--- config.mk ---
export PLATFORM = sky130hd
export DESIGN_NAME = branch_redirect_ctrl_flat
export DESIGN_NICKNAME = d
export VERILOG_FILES = /design/src/rtl/br_pkg.sv /design/src/rtl/branch_redirect_ctrl_if.sv /design/src/rtl/br_target_calc.sv /design/src/rtl/branch_redirect_ctrl.sv /design/src/flat_wrapper.sv
export SDC_FILE = /design/constraint.sdc
export NUM_CORES = 1
export LEC_CHECK = 0
export ABC_AREA = 1
export CAP_MARGIN = 20
export CORE_ASPECT_RATIO = 0.7
export CORE_UTILIZATION = 25
export CTS_BUF_LIST = sky130_fd_sc_hd__clkbuf_4
export CTS_CLUSTER_SIZE = 40
export DETAILED_ROUTE_END_ITERATION = 8
export HOLD_SLACK_MARGIN = 0.02
export PLACE_DENSITY = 0.42
export SYNTH_ARGS = -nofsm -noshare
export SYNTH_HDL_FRONTEND = slang
export SYNTH_SLANG_ARGS = --single-unit
--- constraint.sdc ---
create_clock -name clk -period 3.85 [get_ports clk]
set_clock_uncertainty 0.05 [all_clocks]
set_input_delay 0.385 -clock clk [delete_from_list [all_inputs] [get_ports clk]]
set_output_delay 0.385 -clock clk [all_outputs]
set_load 0.02 [all_outputs]
--- src/rtl/br_pkg.sv ---
// Shared definitions for the ID-stage branch redirect controller: condition
// codes, controller states and the branch target arithmetic.
package br_pkg;

    localparam logic [2:0] BR_LTZ = 3'd0;
    localparam logic [2:0] BR_GEZ = 3'd1;
    localparam logic [2:0] BR_LEZ = 3'd2;
    localparam logic [2:0] BR_GTZ = 3'd3;
    localparam logic [2:0] BR_EQ  = 3'd4;
    localparam logic [2:0] BR_NE  = 3'd5;
    localparam logic [2:0] BR_NEZ = 3'd6;
    localparam logic [2:0] BR_RSV = 3'd7;

    typedef logic [1:0] br_state_t;

    localparam br_state_t IDLE      = 2'd0;
    localparam br_state_t WAIT_OPND = 2'd1;
    localparam br_state_t REDIRECT  = 2'd2;

    // Widest PC the target helper supports; callers truncate to their width.
    localparam int BR_MAX_W = 64;

    // The reserved code never takes, whatever the comparator reports.
    function automatic logic br_cond_valid(input logic [2:0] sel);
        case (sel)
            BR_LTZ, BR_GEZ, BR_LEZ, BR_GTZ,
            BR_EQ, BR_NE, BR_NEZ: return 1'b1;
            BR_RSV:               return 1'b0;
            default:              return 1'b0;
        endcase
    endfunction

    // Target = PC of the branch + 4 + word offset; wraps modulo the PC width.
    function automatic logic [BR_MAX_W-1:0] br_target(
        input logic [BR_MAX_W-1:0] pc,
        input logic [15:0]         imm
    );
        logic [BR_MAX_W-1:0] byte_off;
        byte_off = {{(BR_MAX_W-18){imm[15]}}, imm, 2'b00};
        return pc + BR_MAX_W'(4) + byte_off;
    endfunction

endpackage

--- src/rtl/branch_redirect_ctrl_if.sv ---
// ID-stage, comparator and fetch-redirect signals of the branch controller.
// master is the controller side, slave the pipeline side.
interface branch_redirect_ctrl_if #(
    parameter int ADDR_W = 32
) ();

    logic              id_valid;
    logic              id_is_branch;
    logic [2:0]        id_cmp_sel;
    logic [ADDR_W-1:0] id_pc;
    logic [15:0]       id_imm;
    logic              opnd_hazard;
    logic [2:0]        cmp_sel;
    logic              cmp_zero;
    logic              stall;
    logic              redirect_valid;
    logic [ADDR_W-1:0] redirect_pc;
    logic              if_ready;
    logic              ds_branch_err;

    modport master (
        input  id_valid, id_is_branch, id_cmp_sel, id_pc, id_imm,
        input  opnd_hazard, cmp_zero, if_ready,
        output cmp_sel, stall, redirect_valid, redirect_pc, ds_branch_err
    );

    modport slave (
        output id_valid, id_is_branch, id_cmp_sel, id_pc, id_imm,
        output opnd_hazard, cmp_zero, if_ready,
        input  cmp_sel, stall, redirect_valid, redirect_pc, ds_branch_err
    );

endinterface

--- src/rtl/br_target_calc.sv ---
// Branch target adder: sign-extend the word offset, scale to bytes, add to PC+4.
module br_target_calc
    import br_pkg::*;
#(
    parameter int ADDR_W = 32
) (
    input  logic [ADDR_W-1:0] pc,
    input  logic [15:0]       imm,
    output logic [ADDR_W-1:0] target
);

    assign target = ADDR_W'(br_target(BR_MAX_W'(pc), imm));

endmodule

--- src/rtl/branch_redirect_ctrl.sv ---
// ID-stage branch controller: operand-hazard stall, branch resolve, held fetch
// redirect with valid/ready handshake, delay-slot policing and statistics.
module branch_redirect_ctrl
    import br_pkg::*;
#(
    parameter int ADDR_W = 32,
    parameter int CNT_W  = 16
) (
    input  logic                   clk,
    input  logic                   rst_n,
    branch_redirect_ctrl_if.master bus,
    output logic [CNT_W-1:0]       br_total,
    output logic [CNT_W-1:0]       br_taken
);

    br_state_t         state;
    br_state_t         state_nxt;
    logic              ds_pending;
    logic              seen;
    logic              taken;
    logic              resolve;
    logic              stall_raw;
    logic              ds_err_nxt;
    logic [ADDR_W-1:0] target;

    assign bus.cmp_sel = bus.id_cmp_sel;
    assign seen        = bus.id_valid && bus.id_is_branch;
    assign taken       = br_cond_valid(bus.id_cmp_sel) && !bus.cmp_zero;
    assign bus.stall   = rst_n && stall_raw;

    br_target_calc #(
        .ADDR_W (ADDR_W)
    ) u_target (
        .pc     (bus.id_pc),
        .imm    (bus.id_imm),
        .target (target)
    );

    always_comb begin
        // NOTE: every output of this block gets a default before the case, so no path can infer a latch.
        state_nxt  = state;
        stall_raw  = 1'b0;
        resolve    = 1'b0;
        ds_err_nxt = seen && ds_pending;

        case (state)
            IDLE: begin
                // A branch sitting in the delay slot is flagged, never resolved.
                if (seen && !ds_pending) begin
                    if (bus.opnd_hazard) begin
                        stall_raw = 1'b1;
                        state_nxt = WAIT_OPND;
                    end else begin
                        resolve = 1'b1;
                    end
                end
            end
            WAIT_OPND: begin
                if (bus.opnd_hazard) begin
                    stall_raw = 1'b1;
                end else begin
                    resolve = 1'b1;
                end
            end
            REDIRECT: begin
                // Only the delay-slot instruction may leave ID before fetch accepts.
                stall_raw = bus.id_valid && !ds_pending;
                if (bus.if_ready) begin
                    state_nxt = IDLE;
                end
            end
            default: state_nxt = IDLE;
        endcase

        if (resolve) begin
            state_nxt = taken ? REDIRECT : IDLE;
        end
    end

    // NOTE: sequential state uses non-blocking assignments so every flop samples pre-edge values.
    always_ff @(posedge clk or negedge rst_n) begin
        if (!rst_n) begin
            state             <= IDLE;
            ds_pending        <= 1'b0;
            bus.ds_branch_err <= 1'b0;
        end else begin
            state             <= state_nxt;
            bus.ds_branch_err <= ds_err_nxt;
            if (resolve) begin
                ds_pending <= 1'b1;
            end else if (bus.id_valid && !stall_raw) begin
                ds_pending <= 1'b0;
            end
        end
    end

    always_ff @(posedge clk or negedge rst_n) begin
        if (!rst_n) begin
            bus.redirect_valid <= 1'b0;
            bus.redirect_pc    <= '0;
        end else if (resolve && taken) begin
            bus.redirect_valid <= 1'b1;
            bus.redirect_pc    <= target;
        end else if (state == REDIRECT && bus.if_ready) begin
            bus.redirect_valid <= 1'b0;
        end
    end

    // Statistics saturate at all-ones instead of wrapping.
    always_ff @(posedge clk or negedge rst_n) begin
        if (!rst_n) begin
            br_total <= '0;
            br_taken <= '0;
        end else if (resolve) begin
            if (br_total != '1) begin
                br_total <= br_total + CNT_W'(1);
            end
            if (taken && br_taken != '1) begin
                br_taken <= br_taken + CNT_W'(1);
            end
        end
    end

endmodule

--- src/flat_wrapper.sv ---
// flat-port wrapper written by rule: the top's interface ports become plain ports
module branch_redirect_ctrl_flat import br_pkg::*;
#(
    parameter int ADDR_W = 32,
    parameter int CNT_W  = 16
)
  (clk, rst_n, br_total, br_taken, bus_id_valid, bus_id_is_branch, bus_id_cmp_sel, bus_id_pc, bus_id_imm, bus_opnd_hazard, bus_cmp_zero, bus_if_ready, bus_cmp_sel, bus_stall, bus_redirect_valid, bus_redirect_pc, bus_ds_branch_err);
  branch_redirect_ctrl_if #(.ADDR_W(ADDR_W)) bus_i ();
  input  logic clk;
  input  logic rst_n;
  output logic [CNT_W-1:0] br_total;
  output logic [CNT_W-1:0] br_taken;
  input wire logic [$bits(bus_i.id_valid)-1:0] bus_id_valid;
  input wire logic [$bits(bus_i.id_is_branch)-1:0] bus_id_is_branch;
  input wire logic [$bits(bus_i.id_cmp_sel)-1:0] bus_id_cmp_sel;
  input wire logic [$bits(bus_i.id_pc)-1:0] bus_id_pc;
  input wire logic [$bits(bus_i.id_imm)-1:0] bus_id_imm;
  input wire logic [$bits(bus_i.opnd_hazard)-1:0] bus_opnd_hazard;
  input wire logic [$bits(bus_i.cmp_zero)-1:0] bus_cmp_zero;
  input wire logic [$bits(bus_i.if_ready)-1:0] bus_if_ready;
  output wire logic [$bits(bus_i.cmp_sel)-1:0] bus_cmp_sel;
  output wire logic [$bits(bus_i.stall)-1:0] bus_stall;
  output wire logic [$bits(bus_i.redirect_valid)-1:0] bus_redirect_valid;
  output wire logic [$bits(bus_i.redirect_pc)-1:0] bus_redirect_pc;
  output wire logic [$bits(bus_i.ds_branch_err)-1:0] bus_ds_branch_err;
  assign bus_i.id_valid = bus_id_valid;
  assign bus_i.id_is_branch = bus_id_is_branch;
  assign bus_i.id_cmp_sel = bus_id_cmp_sel;
  assign bus_i.id_pc = bus_id_pc;
  assign bus_i.id_imm = bus_id_imm;
  assign bus_i.opnd_hazard = bus_opnd_hazard;
  assign bus_i.cmp_zero = bus_cmp_zero;
  assign bus_i.if_ready = bus_if_ready;
  assign bus_cmp_sel = bus_i.cmp_sel;
  assign bus_stall = bus_i.stall;
  assign bus_redirect_valid = bus_i.redirect_valid;
  assign bus_redirect_pc = bus_i.redirect_pc;
  assign bus_ds_branch_err = bus_i.ds_branch_err;
  branch_redirect_ctrl #(.ADDR_W(ADDR_W), .CNT_W(CNT_W)) u_core (.clk(clk), .rst_n(rst_n), .bus(bus_i), .br_total(br_total), .br_taken(br_taken));
endmodule
# ---- Word-level counts from Yosys, hierarchy flattened
# Memories as Yosys holds them, arrays and structs flattened.
# Cells that the tools add are included.
# Widths: inputs -> output; s select.
dict set report word_totals {
  regBits 69
  latchBits 0
  mem_bits_rw 0
  rom_bits 8
  n_memories 1
}
# memory depth word_bits rd rd_clocked_by_memory_dff write_ports line_no
set memory_table {}
lappend memory_table {{(name not given)} 8 1 1 0 0 br_pkg.sv:25} ;# case (sel)
dict set report classes {
  addsub 4
  mul 0
  div_mod_pow 0
  order_cmp 0
  n_eq_ne 8
  n_shift 0
  muxes 16
  bitwise 0
  reduce_logical 19
}
# cell count
set ops {}
lappend ops {{$add 16x1->16 const B} 2}
lappend ops {{$add 32x3->32 const B} 1}
lappend ops {{$add 32x32->32} 1}
lappend ops {{$ne 16x16->1 const B} 2}
lappend ops {{$logic_and 1x1->1} 10}
lappend ops {{$mux 2} 5}
lappend ops {{$mux 1} 8}
lappend ops {{$ne 3x2->1 const B} 2}
lappend ops {{$pmux 2 s3} 1}
lappend ops {{$reduce_and 2->1} 2}
lappend ops {{$reduce_and 4->1} 1}
lappend ops {{$reduce_bool 2->1} 2}
lappend ops {{$logic_not 1->1} 3}
lappend ops {{$ne 3x1->1 const B} 1}
lappend ops {{$pmux 1 s3} 1}
lappend ops {{$eq 2x1->1 const B} 1}
lappend ops {{$eq 2x2->1 const B} 1}
lappend ops {{$logic_not 2->1} 1}
lappend ops {{$ne 2x1->1 const B} 1}
lappend ops {{$pmux 1 s2} 1}

# ---- Longest topological paths before layout
# Gate-level depths: netlist (run 1).
dict set report depth {
  ltp_word 8
  mapped_depth 14
  mapped_depth_nobuf 14
}

# ---- Modules after synthesis
# Synthesis (run 1) repeated with hierarchy kept, for this count alone.
dict set report unflattened {
  hier_cells 941
  area_unflattened_um2 6114.6
}
# module instances cells_per_inst area_each_um2 seq_area_each_um2
set by_module_without_submodules {}
lappend by_module_without_submodules {branch_redirect_ctrl 1 464 3550.9 1726.7}
lappend by_module_without_submodules {br_target_calc 1 477 2563.7 0.0}

# ---- Worst setup path after synthesis (run 1)
# No wires, ideal clock.
dict set report synth_timing {
  path_kind {input-to-reg}
  start {input bus_id_imm[1]}
  end {register u_core.bus.redirect_pc[31]}
  arrival_time_ns 1.977
  required_ns 3.683
  setup_slack_ns 1.706
  stages 11
  n_path_buf 0
  cell_sequence {ha_1 ha_1 fa_1 nand3_1 nand3_2 nand3_1 nand3b_1 nand2_1 nand3_1 nand3_1 nand2_1}
}
dict set report synth_between {
  elab_chain_len 1
}
# element line_no
set synth_rtl {}
lappend synth_rtl {{from (decl)} flat_wrapper.sv:17} ;# input wire logic [$bits(bus_i.id_imm)-1:0] bus_id_imm;
lappend synth_rtl {{$add 32x32->32} br_pkg.sv:40} ;# return pc + BR_MAX_W'(4) + byte_off;
lappend synth_rtl {{to (signal assigned)} branch_redirect_ctrl.sv:103} ;# bus.redirect_pc <= target;
lappend synth_rtl {{to (decl)} branch_redirect_ctrl_if.sv:24} ;# output cmp_sel, stall, redirect_valid, redirect_pc, ds_branch_err
# Every way passes these cells.
# A chain may end at the register's enable or synchronous reset.

# ---- Worst setup path after layout (run 1)
dict set report layout_timing {
  start {input bus_id_imm[15]}
  end {register u_core.bus.redirect_pc[26]}
}
# The elaborated chain is that of the path after synthesis.

==> results of run 1 <==
[metal layers]
metal,GRT usage [%],vias to the layer above
li1,-,2729
met4,2.39,0
met1,24.4,2254
met3,2.94,9
met2,20.5,106
met5,0,-
[sequential cells by signal, summed over array words and instances, names as in the netlist]
signal	count
u_core.bus.redirect_pc	32
u_core.br_taken	16
u_core.br_total	16
u_core.state	2
u_core.bus.ds_branch_err	1
u_core.bus.redirect_valid	1
u_core.ds_pending	1
[synth_stat cells (all sizes together)]
cell type	number	area share, %
buf	11	1.7
xor2	22	3.6
o21bai	2	0.27
a21o	1	0.13
nand3	46	4.5
nor2	61	4.8
o21ai	26	2.5
a21oi	18	1.6
a21boi	1	0.13
inv	126	8.5
nor3	14	1.6
nor3b	1	0.13
nand3b	7	0.94
nand4	14	1.8
nand2	292	20
xnor2	22	3.4
a31o	1	0.16
ha	59	13
dfrtp	69	31
fa	1	0.36
[per-stage QoR]
stage | worst slack [ps] | total power, mW | cell area, sq um | cells | hold slack (ps)
after global routing | 977 | 3.29 | 7240 | 1208 | 192
after global placement | 733 | 2.69 | 7140 | 1194 | 412
after floorplan | 1710 | 1.93 | 5600 | 794 | 39.4
after CTS | 1160 | 3.09 | 7240 | 1208 | 189
after detailed placement | 733 | 2.68 | 7140 | 1194 | 412
final | 1170 | 3.04 | 7240 | 1208 | 149
[power by group through the flow]
stage | Combinational (mW) | Sequential [mW] | Clock [mW]
6_report | 1.53 | 1.11 | 0.391
3_5_place_dp | 1.55 | 1.13 | 0
5_1_grt | 1.69 | 1.15 | 0.450
4_1_cts | 1.56 | 1.12 | 0.418
3_3_place_gp | 1.56 | 1.13 | 0
2_1_floorplan | 0.583 | 1.35 | 0
[final timing paths]
check | from | to | slack [ps] | cells past startpoint
min in group clk | u_core.bus.redirect_pc[3]$_DFFE_PN0P_ | u_core.bus.redirect_pc[3]$_DFFE_PN0P_ | 430 | 2
worst max register to register | u_core.ds_pending$_DFFE_PN0P_ | u_core.bus.redirect_pc[13]$_DFFE_PN0P_ | 1890 | 7
worst min register to register | u_core.bus.redirect_pc[3]$_DFFE_PN0P_ | u_core.bus.redirect_pc[3]$_DFFE_PN0P_ | 430 | 2
worst max-delay path | bus_id_imm[15] | u_core.bus.redirect_pc[26]$_DFFE_PN0P_ | 1170 | 12
worst min-delay path | rst_n | u_core.br_total[7]$_DFFE_PN0P_ | 150 | 2
max in group asynchronous | rst_n | u_core.bus.redirect_pc[21]$_DFFE_PN0P_ | 2970 | 2
[critical path: stages]
cell and delay (ps):
clkdlybuf4s50_1 750, ha_1 320, ha_1 380, nand2_1 120, nor2_1 350, nand2_1 90, inv_1 100, nand3_1 120
nand3_1 110, nand2_1 50, nand3_1 90, nand2_1 60
[cells by family (layout without fill, tap and decap cells)]
logic type	Yosys count	in the layout
XOR/XNOR	44	44
buffers and inverters	137	269
flip-flops	69	69
AND/OR/NAND/NOR	435	435
adder cells (fa/ha/maj)	60	60
AO/OA/AOI/OAI	49	49
[layout make-up]
type	count	area, sq um	area share (%)
Sequential cell	69	1730	23.9
Clock buffer	11	82.6	1.14
Inverter	126	475	6.57
Multi-Input combinational cell	588	3300	45.7
Clock inverter	3	15.0	0.207
Timing Repair Buffer	129	1280	17.7
Tap cell	282	353	4.87
==> results.cfg, run 1 <==
[power_and_ir_drop]
power.density_nw_per_um2 = 419
swShare_pct = 42.2
intPower_mw = 1.75
pwr-share-clk_pct = 12.9
pwr-share-seq_pct = 36.7
power_frac_comb_pct = 50.4
p_sw_mw = 1.28
vdd_drop_max_mv = 0.250
p_leak_nw = 3.77

[detailed_routing]
drc = 0
top_layer_used = met4
m1WireLength_um = 9580
vias_per_cell = 4.22
totalWireLength_um = 16800
drt_iter0_markers = 315
detail-route-antenna-nets = 0
wl_met3_um = 760
wl_per_cell_um = 13.9
wl_met2_um = 6310
dr.pass1.iters = 4
dr_total_vias = 5098

[cells_and_area]
fillers = 2378
antennaDiodeCount = 0
layout_commonest_cell = nand2_1
nets = 1041
finish.utilization_pct = 33.1
syn_to_final_growth_pct = 29.2
layout_common_cells = nand2_1, clkdlybuf4s50_1, inv_1
drive_gt1_share_pct = 4.97

[floorplan]
start_util_pct = 25.6
fp.coreArea_sq_um = 21800
die_width_um = 181
chipHeight_um = 127
die_area_sq_um = 23000
rows = 45
ios = 128

[timing]
rsz0062_at_grt = false
clock.fmax_mhz = 373
hold_viol = 0
tightest_slew_ps = 931
finalMaxSlewViolations = 0
setup_tns_ps = 0
fin_crit_sh_pct = 69.7
finalSetupViolations = 0
fin_crit_ps = 2680
slew_headroom_pct = 38.0

[synth]
synthXorXnorAreaFrac_pct = 7.01
yosysWarnings = 0
synthSimpleGateAreaFrac_pct = 33.6
synthCells = 794
syn_avg_cell_area_sq_um = 7.06
synthDistinctLibCells = 36
yosysSeqAreaShare_pct = 30.8
synth_top_family_by_area = simple AND/OR/NAND/NOR gates
ys_ff_latch = 69
syn_area_sq_um = 5600
synth_mux_area_share_pct = 0
synth-adder-area-share_pct = 13.5
synth_compound_area_share_pct = 4.82
syn-num-nets = 912

[clock_tree]
clkLatencyLatePin_ps = 400
ctsResizeCount = 0
clock_sinks = 69
cts_root_buffer = clkbuf_4
post_cts_buffers = 0
cts.path.max_buffers = 2
cts_htree_levels = 3
path_clk_slew_ps = 120
cts_tree = yes
cts-buffers-inserted = 9
hold_buffers = 0

[place]
gp_congestion = 0.850
dpl.hpwl_um = 13700
portBuffers = 127

[status]
status = completed

[critical_path]
cp_max_fo = 10
critPathRequiredTime_ps = 4110
end_kind = flip-flop
crit_type = input pin to flip-flop
arrival_ps = 2940
cp-start-kind = input pin

[worst_hold_path]
hold_class = input pin to async pin

[run]
cap_violations = 0

[global_routing]
grt_remaining_overflow = 0
grt_pass1_vias = 4915
grt_max_degree = 70
grt_pass1_wl_um = 27300
antenna_found_initial = 0
grt.total_usage_pct = 15.2
No activity file was read; power rests on OpenSTA's default activity.
==> run 2: changes to the inputs <==
- PLACE_DENSITY: 0.42 -> 0.43
- clock period: 3.85 -> 2.15 ns (I/O delays scaled with it)
==> run 2 against run 1 <==
Net effect: cell count rose by 5.9%; power rose by 96%; count of clock-buffer cells in the layout did not move; largest cell class unchanged.
==> results.cfg, run 2 (synthesized netlist as in run 1, its figures left out) <==
[worst_hold_path]
hold_class = input pin to flip-flop
min_from = bus_id_imm[0]

[cells_and_area]
finish.utilization_pct = 37.7
largest_register_ff_count = 32
reg.largest.list = u_core.bus.redirect_pc: 32 flops, u_core.br_taken: 16 flops, u_core.br_total: 16 flops
fillers = 2332
drive_gt1_share_pct = 17.9
fin_area_sq_um = 8240
regMostFlops = u_core.bus.redirect_pc
layout_common_cells = nand2_1, clkdlybuf4s50_1, inv_1
layout_commonest_cell = nand2_1
final_cells = 1279
nets = 1111
syn_to_final_growth_pct = 47.0

[global_routing]
met1_usage_pct = 23.4
grt_pass1_vias = 5050
antenna_found_initial = 1
grt_max_degree = 70
grt_remaining_overflow = 0
use_met2_pct = 20.8
top_usage_layer = met1
grt_pass1_wl_um = 27000
gr-usage-met3_pct = 2.77
grt.total_usage_pct = 14.8

[critical_path]
critPathRequiredTime_ps = 2400
cp_common_cell = nand2_1
critPathSlowestCell = clkdlybuf4s50_1
critical_path.startpoint = bus_id_imm[15]
crit_type = input pin to flip-flop
end_kind = flip-flop
cp-start-kind = input pin
r2r_start = u_core.br_taken[1]$_DFFE_PN0P_
cp_max_fo = 11
path_cells = clkdlybuf4s50_1 > buf_12 > ha_1 > ha_4 > nand2_1 > nor2_1 > buf_4 > nand2_1 > inv_1 > nand3_1 > nand3_1 > nand2_1 > nand3_1 > nand2_1
arrival_ps = 2400
cp_slowest_stage_delay_ps = 450

[place]
dpl.cell_count = 1260
gp_congestion = 0.816
placed_cell_area_sq_um = 7680
portBuffers = 127
dp_slack_ps = -551
dpl.hpwl_um = 13800

[detailed_routing]
drc = 0
vias_per_cell = 4.18
drt_iter0_markers = 267
dr.pass1.iters = 5
totalWireLength_um = 16900
wl_per_cell_um = 13.2
dr_total_vias = 5344
detail-route-antenna-nets = 0

[clock_tree]
cts_tree = yes
cts_root_buffer = clkbuf_4
clkLatencyLatePin_ps = 410
cts_htree_levels = 3
cts.path.max_buffers = 2
clock_sinks = 69
cts-buffers-inserted = 9
path_clk_slew_ps = 110

[floorplan]
fp.coreArea_sq_um = 21800
ios = 128
chipHeight_um = 127
die_width_um = 181
die_area_sq_um = 23000
rows = 45
start_util_pct = 25.6

[timing]
clock.fmax_mhz = 466
tightest_slew_ps = 928
fin_crit_ps = 2150
finalMaxSlewViolations = 0
hold_viol = 0
slew_headroom_pct = 38.1
rsz0062_at_grt = true
finalSetupViolations = 0
fin_crit_sh_pct = 99.8
worst_slack_ps = 4.82

[power_and_ir_drop]
vdd_drop_max_mv = 0.388
p_leak_nw = 4.18
power.density_nw_per_um2 = 724

[status]
status = completed

[run]
cap_violations = 0
==> run 2: layout make-up <==
| class | instances | area [sq um] | area share (%) |
|---|---|---|---|
| diodes | 1 | 2.50 | 0.0304 |
| clock buffers | 11 | 82.6 | 1.00 |
| clock inverters | 3 | 38.8 | 0.471 |
| inverters | 126 | 475 | 5.77 |
| multi-input cells | 588 | 3700 | 45.0 |
| flip-flops and latches | 69 | 1730 | 21.0 |
| well taps | 282 | 353 | 4.28 |
| repair buffers | 199 | 1850 | 22.5 |
==> run 2: path summary, 6_finish.rpt <==
| check | end | slack (ps) | depth (start not counted) |
|---|---|---|---|
| setup reg to reg | u_core.br_taken[14]$_DFFE_PN0P_ | 440 | 8 |
| min in group asynchronous | u_core.br_total[13]$_DFFE_PN0P_ | 490 | 3 |
| hold reg to reg | u_core.bus.redirect_pc[1]$_DFFE_PN0P_ | 430 | 2 |
| max in group asynchronous | u_core.bus.redirect_pc[25]$_DFFE_PN0P_ | 900 | 3 |
| hold / removal | u_core.bus.redirect_pc[2]$_DFFE_PN0P_ | 170 | 4 |
| setup / recovery | u_core.bus.redirect_pc[26]$_DFFE_PN0P_ | 5 | 14 |
==> run 2: what timing repair did <==
item                       4_1_cts  5_1_grt
pin swaps                        3       20
gates resized for setup         13       67
setup endpoints to repair        9       18
buffers inserted                 0        3
hold endpoints to repair        27        0
hold buffers                     1        0
==> run 2: critical path, delay by kind of cell <==
kind,cells,cell delay [ps]
buf+inv,4,820
simple gates,8,730
fa+ha+maj,2,640
==> run 2: layer usage <==
| layer | vias to the layer above | routed length (um) |
|---|---|---|
| li1 | 2883 | - |
| met1 | 2348 | 9600 |
| met2 | 106 | 6530 |
| met3 | 7 | 683 |
| met4 | 0 | 72 |
| met5 | - | 0 |
==> run 2: where the power goes <==
part	switching, mW	internal (mW)
logic	1.66	1.51
clock network	0.457	0.364
registers	0.299	1.68
total	2.41	3.55
==> run 2: stage by stage <==
stage / hold WS, ps / setup TNS (ps) / total power [mW]
floorplan: -131 / 0 / 3.46
global placement: 405 / -9730 / 5.02
detailed placement: 409 / -9850 / 5.01
CTS: 257 / 0 / 5.89
global route: 178 / -393 / 6.39
finish: 173 / 0 / 5.97
